==> src/rtl/mu_core_mc.sv <==
`default_nettype none
// +--------------------------------------------------------------------------+
// | mu_core_mc : multi-channel mu-cost gate with shared saturating accumulator |
// | Revision   : 1.0                                                          |
// +--------------------------------------------------------------------------+
module mu_core_mc #(
  parameter int          NUM_CH   = 4,
  parameter int          CW       = 32,
  parameter int          PW       = 7,
  parameter int          MAX_PART = 64,
  parameter int          TIMEOUT  = 255,
  parameter logic [31:0] ISO_KEY  = 32'hCAFEBABE,
  localparam int         CHW      = (NUM_CH > 1) ? $clog2(NUM_CH) : 1
) (
  input  logic                 clk,
  input  logic                 rst_n,
  input  logic [NUM_CH-1:0]    req_valid,
  output logic [NUM_CH-1:0]    req_ready,
  input  logic [NUM_CH*32-1:0] req_instr,
  input  logic [NUM_CH*CW-1:0] req_cost,
  input  logic [PW-1:0]        partition_count,
  input  logic [31:0]          mem_isolation,
  input  logic [CW-1:0]        mu_budget,
  input  logic                 rcpt_valid,
  input  logic [CHW-1:0]       rcpt_ch,
  input  logic [CW-1:0]        rcpt_value,
  output logic [NUM_CH-1:0]    done_valid,
  output logic [NUM_CH-1:0]    done_ok,
  output logic [NUM_CH*4-1:0]  done_status,
  output logic [CW-1:0]        mu_accum,
  output logic [7:0]           stray_rcpt_cnt,
  output logic                 enforcement_active
);

  typedef enum logic [1:0] {S_IDLE, S_CHECK, S_WAIT, S_DONE} state_e;

  localparam logic [15:0] TIMEOUT_W = 16'(TIMEOUT);

  logic [CW-1:0]     mu_accum_q, mu_accum_d;
  logic [7:0]        stray_q, stray_d;
  logic [NUM_CH-1:0] rcpt_hit;
  logic [NUM_CH-1:0] rcpt_accept;
  logic [CW:0]       charge_sum;
  logic              iso_ok;
  logic [31:0]       pc_w;

  assign iso_ok = (mem_isolation == ISO_KEY);
  assign pc_w   = 32'(partition_count);

  for (genvar i = 0; i < NUM_CH; i++) begin : g_ch
    state_e        state_q, state_d;
    logic [31:0]   instr_q, instr_d;
    logic [CW-1:0] cost_q, cost_d;
    logic [15:0]   timer_q, timer_d;
    logic          ok_q, ok_d;
    logic [3:0]    status_q, status_d;
    logic [31:0]   fld_a, fld_b;
    logic [CW:0]   budget_sum;
    logic          unused_instr;

    assign unused_instr = ^instr_q[7:0];
    assign fld_a        = 32'(instr_q[23:16]);
    assign fld_b        = 32'(instr_q[15:8]);
    assign budget_sum   = {1'b0, mu_accum_q} + {1'b0, cost_q};

    assign rcpt_hit[i]    = rcpt_valid && (rcpt_ch == CHW'(i)) && (state_q == S_WAIT);
    assign rcpt_accept[i] = rcpt_hit[i] && (rcpt_value == cost_q);

    always_comb begin
      logic part_op;
      logic indep;
      state_d  = state_q;
      instr_d  = instr_q;
      cost_d   = cost_q;
      timer_d  = timer_q;
      ok_d     = ok_q;
      status_d = status_q;
      part_op  = 1'b0;
      indep    = 1'b0;
      unique case (state_q)
        S_IDLE: begin
          if (req_valid[i]) begin
            instr_d  = req_instr[32*i +: 32];
            cost_d   = req_cost[CW*i +: CW];
            ok_d     = 1'b0;
            status_d = 4'd0;
            state_d  = S_CHECK;
          end
        end
        S_CHECK: begin
          case (instr_q[31:24])
            8'h00: begin part_op = 1'b1; indep = pc_w < MAX_PART; end
            8'h01: begin part_op = 1'b1; indep = (fld_a < pc_w) && (pc_w < MAX_PART - 1); end
            8'h02: begin
              part_op = 1'b1;
              indep   = (fld_a < pc_w) && (fld_b < pc_w) && (fld_a != fld_b);
            end
            default: ;
          endcase
          timer_d = 16'd0;
          if (part_op) begin
            if (!(indep && iso_ok)) begin
              state_d = S_DONE; ok_d = 1'b0; status_d = 4'd4;
            end else if (budget_sum > {1'b0, mu_budget}) begin
              state_d = S_DONE; ok_d = 1'b0; status_d = 4'd3;
            end else begin
              state_d = S_WAIT;
            end
          end else if (instr_q[31:24] == 8'h05 || instr_q[31:24] == 8'h06) begin
            state_d = S_WAIT;
          end else begin
            state_d = S_DONE; ok_d = 1'b1; status_d = 4'd2;
          end
        end
        S_WAIT: begin
          timer_d = timer_q + 16'd1;
          // a receipt arriving on the timeout cycle takes priority
          if (rcpt_hit[i]) begin
            state_d  = S_DONE;
            ok_d     = rcpt_accept[i];
            status_d = rcpt_accept[i] ? 4'd5 : 4'd6;
          end else if (timer_d == TIMEOUT_W) begin
            state_d  = S_DONE;
            ok_d     = 1'b0;
            status_d = 4'd7;
          end
        end
        S_DONE: state_d = S_IDLE;
        default: state_d = S_IDLE;
      endcase
    end

    always_ff @(posedge clk) begin
      if (!rst_n) begin
        state_q  <= S_IDLE;
        instr_q  <= '0;
        cost_q   <= '0;
        timer_q  <= '0;
        ok_q     <= 1'b0;
        status_q <= 4'd0;
      end else begin
        state_q  <= state_d;
        instr_q  <= instr_d;
        cost_q   <= cost_d;
        timer_q  <= timer_d;
        ok_q     <= ok_d;
        status_q <= status_d;
      end
    end

    assign req_ready[i]          = (state_q == S_IDLE);
    assign done_valid[i]         = (state_q == S_DONE);
    assign done_ok[i]            = (state_q == S_DONE) && ok_q;
    assign done_status[4*i +: 4] = status_q;
  end

  // at most one receipt per cycle, so at most one channel charges
  assign charge_sum = {1'b0, mu_accum_q} + {1'b0, rcpt_value};

  always_comb begin
    mu_accum_d = mu_accum_q;
    stray_d    = stray_q;
    if (|rcpt_accept) begin
      mu_accum_d = charge_sum[CW] ? {CW{1'b1}} : charge_sum[CW-1:0];
    end
    if (rcpt_valid && !(|rcpt_hit) && (stray_q != 8'hFF)) begin
      stray_d = stray_q + 8'd1;
    end
  end

  always_ff @(posedge clk) begin
    if (!rst_n) begin
      mu_accum_q <= '0;
      stray_q    <= '0;
    end else begin
      mu_accum_q <= mu_accum_d;
      stray_q    <= stray_d;
    end
  end

  assign mu_accum           = mu_accum_q;
  assign stray_rcpt_cnt     = stray_q;
  assign enforcement_active = 1'b1;

endmodule
`default_nettype wire
==> config.mk <==
export PLATFORM = sky130hd
export DESIGN_NAME = mu_core_mc
export DESIGN_NICKNAME = d
export VERILOG_FILES = /design/src/rtl/mu_core_mc.sv
export SDC_FILE = /design/constraint.sdc
export NUM_CORES = 2
export LEC_CHECK = 0
export BUFFER_PORTS_ARGS = -buffer_cell sky130_fd_sc_hd__buf_2
export CAP_MARGIN = 5
export CORE_MARGIN = 3
export CORE_UTILIZATION = 50
export DETAILED_ROUTE_END_ITERATION = 16
export GPL_ROUTABILITY_DRIVEN = 0
export PLACE_DENSITY = 0.71
export SETUP_SLACK_MARGIN = 0.1
export SYNTH_ARGS = -nofsm -noshare
export SYNTH_HDL_FRONTEND = slang
export SYNTH_SLANG_ARGS = --single-unit
export TNS_END_PERCENT = 30
==> constraint.sdc <==
create_clock -name clk -period 11.3 [get_ports clk]
set_input_delay 2.26 -clock clk [delete_from_list [all_inputs] [get_ports clk]]
set_output_delay 2.26 -clock clk [all_outputs]
set_load 0.05 [all_outputs]
==> metrics.txt <==
# TYPE chip_impl_metric gauge
chip_impl_info{name="status",value="finished, final reports clean"} 1
chip_impl_metric{name="syn_inst",unit=""} 3696
chip_impl_metric{name="worst_hold_slack",unit="ns"} 0.4584
chip_impl_metric{name="initial_core_util",unit="%"} 50.99
chip_impl_metric{name="ys_ff_latch",unit=""} 352
chip_impl_metric{name="die_width",unit="µm"} 246.7
chip_impl_metric{name="worst-slew-pin-transition",unit="ns"} 0.9931
chip_impl_metric{name="cap_viol_max_count",unit=""} 0
chip_impl_metric{name="placed_cells_incl_taps",unit=""} 4735
chip_impl_info{name="worst_path_dominant_cell_family",value="compound AO/OA/AOI/OAI gates"} 1
chip_impl_metric{name="drc",unit=""} 0
chip_impl_metric{name="setup_viol",unit=""} 0
chip_impl_metric{name="synth-compound-area-share",unit="%"} 23.93
chip_impl_metric{name="global_route_wire_length_before_repair",unit="mm"} 152.9
chip_impl_metric{name="number_of_distinct_standard_cells_referenced_by_the_synthesized_netlist",unit=""} 102
chip_impl_metric{name="critPathMaxFanout",unit=""} 8
chip_impl_metric{name="core.rowCount",unit=""} 87
chip_impl_metric{name="synth-edff-count",unit=""} 0
chip_impl_info{name="timing.critical_path.to_type",value="flop"} 1
chip_impl_metric{name="critPathBufInv",unit=""} 1
chip_impl_metric{name="synth_simple_gate_area_share",unit="%"} 21.83
chip_impl_metric{name="powerDensity",unit="nW/µm²"} 156.8
chip_impl_metric{name="count_of_tritonroute_iterations_in_the_first_routing_pass",unit=""} 6
chip_impl_metric{name="post_route_cells_drive_above_1_share",unit="%"} 13.26
chip_impl_info{name="layout_common_cells",value="sky130_fd_sc_hd__nand2_1 (672), sky130_fd_sc_hd__buf_2 (398), sky130_fd_sc_hd__ha_1 (361), sky130_fd_sc_hd__dfxtp_1 (352), sky130_fd_sc_hd__a21oi_1 (239)"} 1
chip_impl_metric{name="cts_htree_levels",unit=""} 2
chip_impl_metric{name="met2RoutedLength",unit="mm"} 41.58
chip_impl_metric{name="hold_viol_final",unit=""} 0
chip_impl_metric{name="clock_insertion_delay_worst_skew",unit="ns"} 0.59
chip_impl_metric{name="final_clock_period_utilization_by_the_worst_path",unit="%"} 52.87
chip_impl_metric{name="cts_hold_buf",unit=""} 0
chip_impl_metric{name="cts_setup_buffers",unit=""} 0
chip_impl_metric{name="dieHeight",unit="µm"} 246.7
chip_impl_info{name="grt_setup_unrepaired",value="no"} 1
chip_impl_metric{name="routed-wl-met3",unit="mm"} 10.41
chip_impl_info{name="clockRootBuffer",value="sky130_fd_sc_hd__clkbuf_16"} 1
chip_impl_metric{name="grt_use_total",unit="%"} 32.47
chip_impl_metric{name="final_area",unit="µm²"} 33060
chip_impl_metric{name="drtIter0Drc",unit=""} 2641
chip_impl_metric{name="critical_path.max_stage_delay",unit="ns"} 0.60
chip_impl_metric{name="final.setup.tns",unit="ns"} 0
chip_impl_metric{name="post-place-ws",unit="ns"} 5.078
chip_impl_metric{name="overflow",unit=""} 0
chip_impl_metric{name="via_to_cell_ratio",unit=""} 5.945
chip_impl_metric{name="synth-xor-area-share",unit="%"} 9.462
chip_impl_metric{name="postLayoutCoreUtil",unit="%"} 58.18
chip_impl_info{name="cpMaxStageDelayCell",value="sky130_fd_sc_hd__o311ai_2"} 1
chip_impl_metric{name="final_cell_count_no_fill",unit=""} 4818
chip_impl_metric{name="layout.nets",unit=""} 4757
chip_impl_metric{name="synth_warnings",unit=""} 0
chip_impl_metric{name="timing_max_transition_violations_final",unit=""} 0
chip_impl_metric{name="cts_resized",unit=""} 0
chip_impl_metric{name="grt_antenna_before_repair",unit=""} 14
chip_impl_metric{name="finalWorstPathRequiredPeriod",unit="ns"} 5.974
chip_impl_info{name="timing.setup.critical_path_class",value="reg2reg"} 1
chip_impl_metric{name="clock_path_buffers",unit=""} 3
chip_impl_metric{name="hpwlAfterDp",unit="mm"} 80.22
chip_impl_metric{name="fp.coreArea",unit="µm²"} 56820
chip_impl_metric{name="achievable-frequency",unit="GHz"} 0.1674
chip_impl_metric{name="drt.antenna.violating_nets",unit=""} 0
chip_impl_metric{name="cellLeakagePower",unit="nW"} 15.68
chip_impl_info{name="synth_flop_cell",value="sky130_fd_sc_hd__dfxtp_1"} 1
chip_impl_metric{name="avgRoutedWirePerCell",unit="µm"} 21.24
chip_impl_metric{name="critPathRequiredTime",unit="ns"} 11.75
chip_impl_metric{name="worst_slew_margin_relative_to_its_limit",unit="%"} 33.34
chip_impl_metric{name="arrival",unit="ns"} 6.43
chip_impl_metric{name="placement.cell_area",unit="µm²"} 31520
chip_impl_metric{name="first_global_vias",unit=""} 26071
chip_impl_metric{name="vdd_ir_drop_max",unit="V"} 0.0001528
chip_impl_metric{name="numPortBuffers",unit=""} 399
chip_impl_metric{name="numClockSinks",unit=""} 352
chip_impl_metric{name="grt_max_degree",unit=""} 176
chip_impl_metric{name="post_synth_arst_share",unit="%"} 0
chip_impl_metric{name="die_area",unit="µm²"} 60870
chip_impl_metric{name="synth.mux.area_fraction",unit="%"} 0.9069
chip_impl_metric{name="area.growth.synth_to_final",unit="%"} 14.11
chip_impl_info{name="top_layer_used",value="met5"} 1
chip_impl_metric{name="synth.cell_area",unit="µm²"} 28970
chip_impl_info{name="cts_tree",value="done"} 1
chip_impl_metric{name="post_synth_fa_ha_maj_area_fraction",unit="%"} 15.94
chip_impl_info{name="worstPathCellList",value="inv_1 -> fa_1 -> nor2b_1 -> o31a_1 -> o211a_1 -> o21a_1 -> o311ai_2 -> o21ai_1 -> a21oi_2 -> o22ai_1 -> nor2_1 -> xnor2_1 -> ha_1 -> and3_1 -> a221oi_1 -> o21ai_1 -> a21o_1 -> nor3_1 -> o21ai_0 -> a21oi_1 -> o211a_1 -> a311o_1 -> a41oi_1"} 1
chip_impl_metric{name="io-pin-count",unit=""} 437
chip_impl_info{name="min_path_type",value="reg2reg"} 1
chip_impl_info{name="layout.cells.most_common",value="sky130_fd_sc_hd__nand2_1"} 1
chip_impl_metric{name="synth.avg_cell_area",unit="µm²"} 7.839
chip_impl_metric{name="clock_edge_transition_at_the_registers_on_the_reported_setup_and_hold_paths",unit="ns"} 0.06
chip_impl_info{name="synth_top_family_by_area",value="compound AO/OA/AOI/OAI gates"} 1
chip_impl_metric{name="setup_ws_post_layout",unit="ns"} 5.326
chip_impl_metric{name="skew",unit="ns"} 0.01882
chip_impl_metric{name="final_routed_wirelength_across_all_metal_layers",unit="mm"} 102.3
chip_impl_metric{name="finalPower",unit="mW"} 5.184
chip_impl_metric{name="detailed_route_via_count",unit=""} 28643
chip_impl_metric{name="cts_buffers",unit=""} 42
chip_impl_metric{name="ys_seq_area_share",unit="%"} 24.32
chip_impl_info{name="worst_setup_path_start_kind",value="flop"} 1
chip_impl_metric{name="routed_length_on_met1",unit="mm"} 45.58
worst paths after layout:
path                             startpoint                         endpoint  slack (ns)  depth (start not counted)
setup reg to reg   mu_accum[1]$_SDFFE_PN0P_  g_ch[3].state_q[0]$_SDFFE_PN0P_        5.33                         23
hold / removal    g_ch[0].ok_q$_SDFFE_PN0P_        g_ch[0].ok_q$_SDFFE_PN0P_        0.46                          2
setup / recovery   mu_accum[1]$_SDFFE_PN0P_  g_ch[3].state_q[0]$_SDFFE_PN0P_        5.33                         23
hold reg to reg   g_ch[0].ok_q$_SDFFE_PN0P_        g_ch[0].ok_q$_SDFFE_PN0P_        0.46                          2
worst register-to-register path, stage by stage, from the launching register on:
cell	delay, ns
sky130_fd_sc_hd__dfxtp_1	0.42
sky130_fd_sc_hd__inv_1	0.34
sky130_fd_sc_hd__fa_1	0.30
sky130_fd_sc_hd__nor2b_1	0.07
sky130_fd_sc_hd__o31a_1	0.28
sky130_fd_sc_hd__o211a_1	0.26
sky130_fd_sc_hd__o21a_1	0.26
sky130_fd_sc_hd__o311ai_2	0.60
sky130_fd_sc_hd__o21ai_1	0.25
sky130_fd_sc_hd__a21oi_2	0.26
sky130_fd_sc_hd__o22ai_1	0.16
sky130_fd_sc_hd__nor2_1	0.14
sky130_fd_sc_hd__xnor2_1	0.13
sky130_fd_sc_hd__ha_1	0.27
sky130_fd_sc_hd__and3_1	0.18
sky130_fd_sc_hd__a221oi_1	0.33
sky130_fd_sc_hd__o21ai_1	0.12
sky130_fd_sc_hd__a21o_1	0.26
sky130_fd_sc_hd__nor3_1	0.18
sky130_fd_sc_hd__o21ai_0	0.10
sky130_fd_sc_hd__a21oi_1	0.24
sky130_fd_sc_hd__o211a_1	0.41
sky130_fd_sc_hd__a311o_1	0.18
sky130_fd_sc_hd__a41oi_1	0.11
kinds of logic (layout without fill, tap and decap cells):
logic type,count (synthesis),in the layout
and+or+nand+nor,1340,1340
muxes,25,25
DFF,352,352
other,2,11
buffers and inverters,268,625
adders and majority gates,366,366
AOI/OAI and AO/OA,1030,1030
xor gates and xnor gates,313,313
registers in the layout, summed over array words and instances, names as in the netlist:
signal          cells
g_ch.cost_q       128
g_ch.instr_q       96
g_ch.ok_q           4
g_ch.state_q        8
g_ch.status_q      12
g_ch.timer_q       64
mu_accum           32
stray_rcpt_cnt      8
synth_stat cells, types with 14 or more instances:
cell type,n,area [µm²]
sky130_fd_sc_hd__nor2_1,120,450.4
sky130_fd_sc_hd__and3_1,23,143.9
sky130_fd_sc_hd__o21ai_0,142,710.7
sky130_fd_sc_hd__inv_1,133,499.2
sky130_fd_sc_hd__o21bai_1,14,105.1
sky130_fd_sc_hd__nand2_1,676,2537
sky130_fd_sc_hd__nor4_1,46,287.8
sky130_fd_sc_hd__nand3_1,92,460.4
sky130_fd_sc_hd__nor2b_1,76,475.5
sky130_fd_sc_hd__mux2i_1,24,240.2
sky130_fd_sc_hd__nand2b_1,31,193.9
sky130_fd_sc_hd__a21o_1,116,870.8
sky130_fd_sc_hd__a31oi_1,20,125.1
sky130_fd_sc_hd__ha_1,361,4517
sky130_fd_sc_hd__xnor2_1,146,1279
sky130_fd_sc_hd__o211ai_1,15,112.6
sky130_fd_sc_hd__o21ai_1,39,195.2
sky130_fd_sc_hd__or3_1,20,125.1
sky130_fd_sc_hd__o21a_1,42,315.3
sky130_fd_sc_hd__and2_1,31,193.9
sky130_fd_sc_hd__nand4_1,76,475.5
sky130_fd_sc_hd__a21boi_0,230,1727
sky130_fd_sc_hd__nor3_1,81,405.4
sky130_fd_sc_hd__clkbuf_1,111,416.7
sky130_fd_sc_hd__a211oi_1,32,240.2
sky130_fd_sc_hd__dfxtp_1,352,7047
sky130_fd_sc_hd__a21oi_1,239,1196
sky130_fd_sc_hd__xor2_1,167,1463
final cells by class:
cell class,instances,area (µm²)
flip-flops and latches,352,7047
multi-input cells,3079,20910
repair buffers,413,2112
well taps,756,945.9
clock buffers,55,1210
clock inverters,22,310.3
fillers,5432,23760
diodes,6,15.01
inverters,135,506.7
per-layer routing:
metal  vias up  track usage [%]
met5         -                0
met4        14            12.41
met3       256            7.016
met2      1223            48.14
met1     13259            45.87
li1      13891                -
power breakdown:
group | internal (mW) | leakage, nW | switching [mW]
sequential | 1.42 | 2.87 | 0.226
clock | 0.899 | 0.749 | 0.591
combinational | 0.700 | 12.1 | 1.35
(Power assumes the default switching activity.)
